<file path="config.mk">
export PLATFORM = sky130hd
export DESIGN_NAME = bp_cfg_field_streamer
export DESIGN_NICKNAME = d
export VERILOG_FILES = /design/src/rtl/bp_cfg_field_streamer.sv
export SDC_FILE = /design/constraint.sdc
export NUM_CORES = 2
export LEC_CHECK = 0
export ABC_AREA = 1
export BUFFER_PORTS_ARGS = -buffer_cell sky130_fd_sc_hd__buf_2
export CORE_ASPECT_RATIO = 0.8
export CORE_MARGIN = 2
export CORE_UTILIZATION = 43
export DETAILED_ROUTE_END_ITERATION = 16
export GPL_TIMING_DRIVEN = 0
export HOLD_SLACK_MARGIN = 0.02
export PLACE_DENSITY = 0.71
export REMOVE_ABC_BUFFERS = 1
export SYNTH_ARGS = -nofsm -noshare
export SYNTH_HDL_FRONTEND = slang
export SYNTH_SLANG_ARGS = --single-unit
</file>
<file path="constraint.sdc">
create_clock -name clk_i -period 51.6 [get_ports clk_i]
set_clock_uncertainty 0.05 [all_clocks]
set_input_delay 12.9 -clock clk_i [delete_from_list [all_inputs] [get_ports clk_i]]
set_output_delay 12.9 -clock clk_i [all_outputs]
set_load 0.005 [all_outputs]
</file>
<file path="src/rtl/bp_cfg_field_streamer.sv">
// rtl/bp_cfg_field_streamer.sv - streams a packed config one field per transfer, closed by a negated-sum checksum word
module bp_cfg_field_streamer #(
    parameter int field_count_p = 40,
    parameter int field_width_p = 16,
    localparam int idx_width_lp = (field_count_p + 1 <= 2) ? 1 : $clog2(field_count_p + 1)
) (
    input  logic                                   clk_i,
    input  logic                                   reset_i,
    input  logic                                   start_i,
    input  logic [field_count_p*field_width_p-1:0] cfg_i,
    output logic                                   busy_o,
    output logic                                   v_o,
    input  logic                                   ready_i,
    output logic [field_width_p-1:0]               data_o,
    output logic [idx_width_lp-1:0]                idx_o,
    output logic                                   last_o,
    output logic                                   done_o
);

    typedef enum logic [1:0] {
        IDLE = 2'd0,
        SEND = 2'd1,
        CSUM = 2'd2
    } state_e;

    state_e                                 state_r;
    state_e                                 state_n;
    logic [field_count_p*field_width_p-1:0] snap_r;
    logic [idx_width_lp-1:0]                idx_r;
    logic [field_width_p-1:0]               csum_r;
    logic [field_width_p-1:0]               field_sel;
    logic                                   done_r;
    logic                                   xfer;
    logic                                   last_field;

    assign xfer       = v_o & ready_i;
    assign last_field = (idx_r == idx_width_lp'(field_count_p - 1));
    assign done_o     = done_r;

    // Compare-based mux keeps the index width independent of the field count.
    always_comb begin
        field_sel = '0;
        for (int k = 0; k < field_count_p; k++) begin
            if (idx_r == idx_width_lp'(k)) begin
                field_sel = snap_r[k*field_width_p +: field_width_p];
            end
        end
    end

    always_ff @(posedge clk_i or posedge reset_i) begin
        if (reset_i) begin
            state_r <= IDLE;
        end else begin
            state_r <= state_n;
        end
    end

    always_comb begin
        state_n = state_r;
        case (state_r)
            IDLE:    if (start_i) state_n = SEND;
            SEND:    if (xfer && last_field) state_n = CSUM;
            CSUM:    if (xfer) state_n = IDLE;
            default: state_n = IDLE;
        endcase
    end

    // Outputs decode straight from state so an asynchronous reset clears them at once.
    always_comb begin
        busy_o = 1'b0;
        v_o    = 1'b0;
        data_o = '0;
        idx_o  = '0;
        last_o = 1'b0;
        case (state_r)
            SEND: begin
                busy_o = 1'b1;
                v_o    = 1'b1;
                data_o = field_sel;
                idx_o  = idx_r;
            end
            CSUM: begin
                busy_o = 1'b1;
                v_o    = 1'b1;
                data_o = -csum_r;
                idx_o  = idx_width_lp'(field_count_p);
                last_o = 1'b1;
            end
            default: ;
        endcase
    end

    always_ff @(posedge clk_i or posedge reset_i) begin
        if (reset_i) begin
            snap_r <= '0;
            idx_r  <= '0;
            csum_r <= '0;
            done_r <= 1'b0;
        end else begin
            done_r <= (state_r == CSUM) && xfer;
            case (state_r)
                IDLE: begin
                    if (start_i) begin
                        snap_r <= cfg_i;
                        idx_r  <= '0;
                        csum_r <= '0;
                    end
                end
                SEND: begin
                    if (xfer) begin
                        csum_r <= csum_r + field_sel;
                        if (!last_field) begin
                            idx_r <= idx_r + idx_width_lp'(1);
                        end
                    end
                end
                default: ;
            endcase
        end
    end

endmodule

</file>
After elaboration in Yosys (flattened, before gate mapping)
Index checks and enable logic that the tools add are counted.
{"block": "classes", "add_sub_neg": 3, "eq_ne": 46, "mux": 55, "bitwise_logic": 1, "reduce_logical": 10}
{"cell": "$mux W16", "n": 42}
{"cell": "$eq A6 B5 Y1 const B", "n": 16}
{"cell": "$pmux W16 S2", "n": 2}
{"cell": "$eq A6 B4 Y1 const B", "n": 8}
{"cell": "$eq A6 B6 Y1 const B", "n": 8}
{"cell": "$eq A6 B3 Y1 const B", "n": 4}
{"cell": "$pmux W6 S2", "n": 2}
{"cell": "$mux W6", "n": 3}
{"cell": "$add A16 B16 Y16", "n": 1}
{"cell": "$neg A16 Y16", "n": 1}
{"cell": "$eq A6 B2 Y1 const B", "n": 2}
{"cell": "$ne A2 B2 Y1 const B", "n": 5}
{"cell": "$add A6 B1 Y6 const B", "n": 1}
{"cell": "$eq A6 B1 Y1 const B", "n": 1}
{"cell": "$logic_not A6 Y1", "n": 1}
{"cell": "$mux W2", "n": 3}
{"cell": "$pmux W2 S3", "n": 1}
{"cell": "$reduce_and A3 Y1", "n": 2}
{"cell": "$reduce_and A4 Y1", "n": 1}
{"cell": "$eq A2 B1 Y1 const B", "n": 1}
{"cell": "$eq A2 B2 Y1 const B", "n": 1}
{"cell": "$logic_and A1 B1 Y1", "n": 2}
{"cell": "$logic_not A2 Y1", "n": 1}
{"cell": "$mux W1", "n": 2}
{"cell": "other kinds (4)", "n": 4}
{"block": "word_totals", "reg_bits": 665, "output_inout_bits": 26}

Logic depth before layout (Yosys ltp)
{"block": "logic_depth", "ltp_word": 44, "mapped_depth": 72, "mapped_depth_nobuf": 72}

Least setup slack after synthesis
Ideal clock, no wire load.
{"block": "synth_timing", "kind": "reg2out", "startpoint": "register idx_r[1]", "endpoint": "output port data_o[14]", "arrival_time_ns": 3.435, "required_time_ns": 38.650, "setup_slack_ns": 35.215, "stages_incl_launch_ff": 46, "path_buffers": 1, "cell_sequence": "dfrtp_1 inv_1 ha_1 nand2_4 nor2_4 buf_6 nand2_1 o21ai_0 nand2_1 a31oi_1 nor2_1 o21ai_1 o211ai_1 nand3_1 nand2_1 nand3_1 o211ai_1 nand3_1 (+10 left out) nand2_1 nand3_1 nand3_1 nand3_1 nand2_1 nand3_1 nand3_1 nand2_1 nand2_1 nand2_1 nand2_1 nand2_1 nand2_1 nand3_1 nand2_1 nand2_1 nand3_1 a21oi_2"}
{"block": "synth_between", "elab_chain_cells": 42, "word_cells_on_any_way": 81}
{"item": "from (decl)", "line_no": "29", "text": "logic [idx_width_lp-1:0] idx_r;"}
{"item": "from (signal assigned)", "line_no": "113", "text": "idx_r <= idx_r + idx_width_lp'(1);"}
{"item": "$logic_not A6 Y1", "line_no": "44", "text": "if (idx_r == idx_width_lp'(k)) begin"}
{"item": "$mux W16 (39 in a row)", "line_no": "44"}
{"item": "$mux W16 *", "line_no": "44"}
{"item": "$pmux W16 S2 *", "line_no": "75", "text": "case (state_r)"}
{"item": "to (decl)", "line_no": "14", "text": "output logic [field_width_p-1:0] data_o,"}
Every way passes the cells marked *; elsewhere a longest branch is shown, timed or not.

Worst setup path after layout
{"block": "layout_timing", "startpoint": "register idx_r[3]", "endpoint": "output port data_o[6]"}
The elaborated chain is that of the path after synthesis.

==> results.sh <==
export IMPL_startpoint_type="register"
export IMPL_syn_avg_cell_area_um2=7.242
export IMPL_power_switching_w=0.001031
export IMPL_rows=90
export IMPL_synthArstFlopShare_pct=100.0
export IMPL_cp_top_family="simple AND/OR/NAND/NOR gates"
export IMPL_peakVddDrop_mv=0.03819
export IMPL_leakage_nw=21.40
export IMPL_hold_path_class="reg2reg"
export IMPL_hold_viol_final=0
export IMPL_cts_setup_buffers=0
export IMPL_vias=31697
export IMPL_power_w=0.002407
export IMPL_gp_congestion=0.9635
export IMPL_cp_num_buf_inv=3
export IMPL_whs_ns=0.4220
export IMPL_die_w_um=312.7
export IMPL_grt_max_degree=187
export IMPL_cts_hold_buffers=0
export IMPL_fmax_mhz=48.35
export IMPL_clock_sinks=665
export IMPL_grt_overflow=0
export IMPL_ys_ff_latch=665
export IMPL_path_common_cell="nand3_1"
export IMPL_drv_cap=0
export IMPL_avgViaCountPerCell=5.132
export IMPL_dieHeight_um=251.0
export IMPL_setup_violations=0
export IMPL_yosysSeqAreaShare_pct=50.75
export IMPL_tritoncts="yes"
export IMPL_critPathCaptureType="primary output"
export IMPL_final_cell_mix="nand2_1, buf_2, dfrtp_1, nand3_1, inv_1"
export IMPL_rsz0062_at_grt="false"
export IMPL_finalMaxSlewViolations=0
export IMPL_slowest_delay_ns=0.91
export IMPL_final_util_pct=52.49
export IMPL_dpl_cell_area_um2=37120
export IMPL_pwr_share_clk_pct=21.7
export IMPL_cp_required_ns=38.65
export IMPL_crit_type="reg2out"
export IMPL_cts_max_path_buffers=3
export IMPL_worstMarginPinSlew_ns=1.384
export IMPL_dieArea_um2=78500
export IMPL_htreeDepth=3
export IMPL_io_pins=670
export IMPL_drt_iter0_drc=3644
export IMPL_synth_cells=4528
export IMPL_wl_um=116600
export IMPL_worstSkewPairLatency_ns=0.64
export IMPL_ant_nets=0
export IMPL_period_minus_slack_ns=20.68
export IMPL_yosys_warnings=0
export IMPL_p_sw_share_pct=42.84
export IMPL_drive_gt1_share_pct=17.02
export IMPL_synth_edf_count=0
export IMPL_p_seq_share_pct=37.1
export IMPL_antenna_found_initial=48
export IMPL_dp_hpwl_um=85470
export IMPL_drt_pre_antenna_iters=6
export IMPL_outcome="finished clean"
export IMPL_grt_use_total_pct=29.27
export IMPL_area_delta_synth_final_pct=20.76
export IMPL_drc=0
export IMPL_start_util_pct=43.46
export IMPL_grt_pass1_wl_um=175700
export IMPL_synth_flop_cell="dfrtp_1"
export IMPL_period_share_pct=40.08
export IMPL_stdcell_area_um2=39600
export IMPL_power_density_nw_per_um2=60.78
export IMPL_cts_buffers=71
export IMPL_fin_nets=5737
export IMPL_cts_resized=0
export IMPL_combPwrFrac_pct=41.2
export IMPL_intPower_w=0.001376
export IMPL_core_um2=75450
export IMPL_cp_arrival_ns=7.73
export IMPL_syn_cell_area_um2=32790
export IMPL_ys_types=49
export IMPL_critPathSlowestCell="nor2_1"
export IMPL_clk_pin_slew_ns=0.07
export IMPL_cts_root_buf="clkbuf_16"
export IMPL_wl_per_cell_um=18.88
export IMPL_final_common_cell="nand2_1"
export IMPL_port_buffers=669
export IMPL_grt_pass1_vias=29912
export IMPL_crit_fanout=22
export IMPL_max_slew_margin_pct=7.383
Yosys cell counts (7+ instances only):
| cell | instances | area (µm²) |
|---|---|---|
| a21boi_0 | 14 | 105.1 |
| a21oi_1 | 120 | 600.6 |
| buf_2 | 31 | 155.2 |
| buf_4 | 9 | 67.56 |
| clkbuf_1 | 180 | 675.7 |
| clkinv_1 | 10 | 37.54 |
| dfrtp_1 | 665 | 16640 |
| ha_1 | 26 | 325.3 |
| inv_1 | 290 | 1089 |
| nand2_1 | 2371 | 8900 |
| nand3_1 | 304 | 1521 |
| nor2_1 | 130 | 488.0 |
| nor2_4 | 7 | 78.83 |
| o211ai_1 | 16 | 120.1 |
| o21ai_0 | 229 | 1146 |
| o21ai_1 | 25 | 125.1 |
| o22ai_1 | 9 | 56.30 |
| or2_2 | 22 | 137.6 |
state kept, by name (all words and copies together), names as in the netlist:
register and count:
state_r 2, snap_r 640, csum_r 16, idx_r 6, done_o 1
worst register-to-register path: cells and delay by family (launching register included):
kind / cells / cell delay, ns
XOR/XNOR: 1 / 0.23
buffers and inverters: 8 / 1.24
adder cells (fa/ha/maj): 1 / 0.34
flip-flops: 1 / 0.45
AND/OR/NAND/NOR: 46 / 6.42
AO/OA/AOI/OAI: 9 / 1.42
final cells by class:
| type | instances | area, µm² |
|---|---|---|
| fill | 7328 | 35850 |
| timing repair buffer | 695 | 3981 |
| multi-input combinational | 3328 | 14070 |
| clock buffer | 98 | 2122 |
| antenna | 47 | 117.6 |
| clock inverter | 26 | 240.2 |
| tap | 1012 | 1266 |
| inverter | 305 | 1160 |
| sequential | 665 | 16640 |
power groups by stage:
| stage | clock (W) | sequential, W | combinational [W] |
|---|---|---|---|
| after global placement | 0 | 0.000895 | 0.00104 |
| final | 0.000523 | 0.000893 | 0.000991 |
| after floorplan | 0 | 0.000867 | 0.000658 |
| after detailed placement | 0 | 0.000893 | 0.000972 |
| after global routing | 0.000550 | 0.000918 | 0.00112 |
| after CTS | 0.000530 | 0.000887 | 0.000978 |
cell families (layout without fill, tap and decap cells):
kind of cell,count (synthesis),after routing,share of synthesized area [%]
compound gates,437,437,7.158
xor+xnor,3,3,0.08014
fa+ha+maj,27,27,1.053
buf+inv,535,1124,6.437
flops,665,665,50.75
other cells,0,47,0
simple gates,2861,2861,34.52
per-layer routing:
| metal | vias up | GRT usage, % | part of all wire, % |
|---|---|---|---|
| met1 | 15020 | 43.27 | 45 |
| met3 | 203 | 4.719 | 7.9 |
| met2 | 1317 | 42.77 | 44 |
| met5 | - | 0 | 0 |
| li1 | 15157 | - | - |
| met4 | 0 | 11.87 | 3.6 |
stage by stage:
stage | worst slack (ns) | setup TNS, ns | std cells
2_1_floorplan | 14.11 | 0 | 4298
3_3_place_gp | -15.01 | -9402.88 | 5979
3_5_place_dp | 31.68 | 0 | 6005
4_1_cts | 30.98 | 0 | 6129
5_1_grt | 30.27 | 0 | 6173
6_report | 30.92 | 0 | 6176
final timing paths:
| path | from | endpoint | slack (ns) | cells after the start |
|---|---|---|---|---|
| max in group asynchronous | reset_i | snap_r[287]$_DFFE_PP0P_ | 36.92 | 6 |
| min | snap_r[541]$_DFFE_PP0P_ | snap_r[541]$_DFFE_PP0P_ | 0.42 | 2 |
| min reg2reg | snap_r[541]$_DFFE_PP0P_ | snap_r[541]$_DFFE_PP0P_ | 0.42 | 2 |
| max reg2reg | idx_r[5]$_DFFE_PP0P_ | csum_r[15]$_DFFE_PP0P_ | 41.36 | 65 |
| min in group asynchronous | reset_i | snap_r[434]$_DFFE_PP0P_ | 12.30 | 2 |
| max | idx_r[3]$_DFFE_PP0P_ | data_o[6] | 30.92 | 37 |
Power figures use the tool's default switching activity.
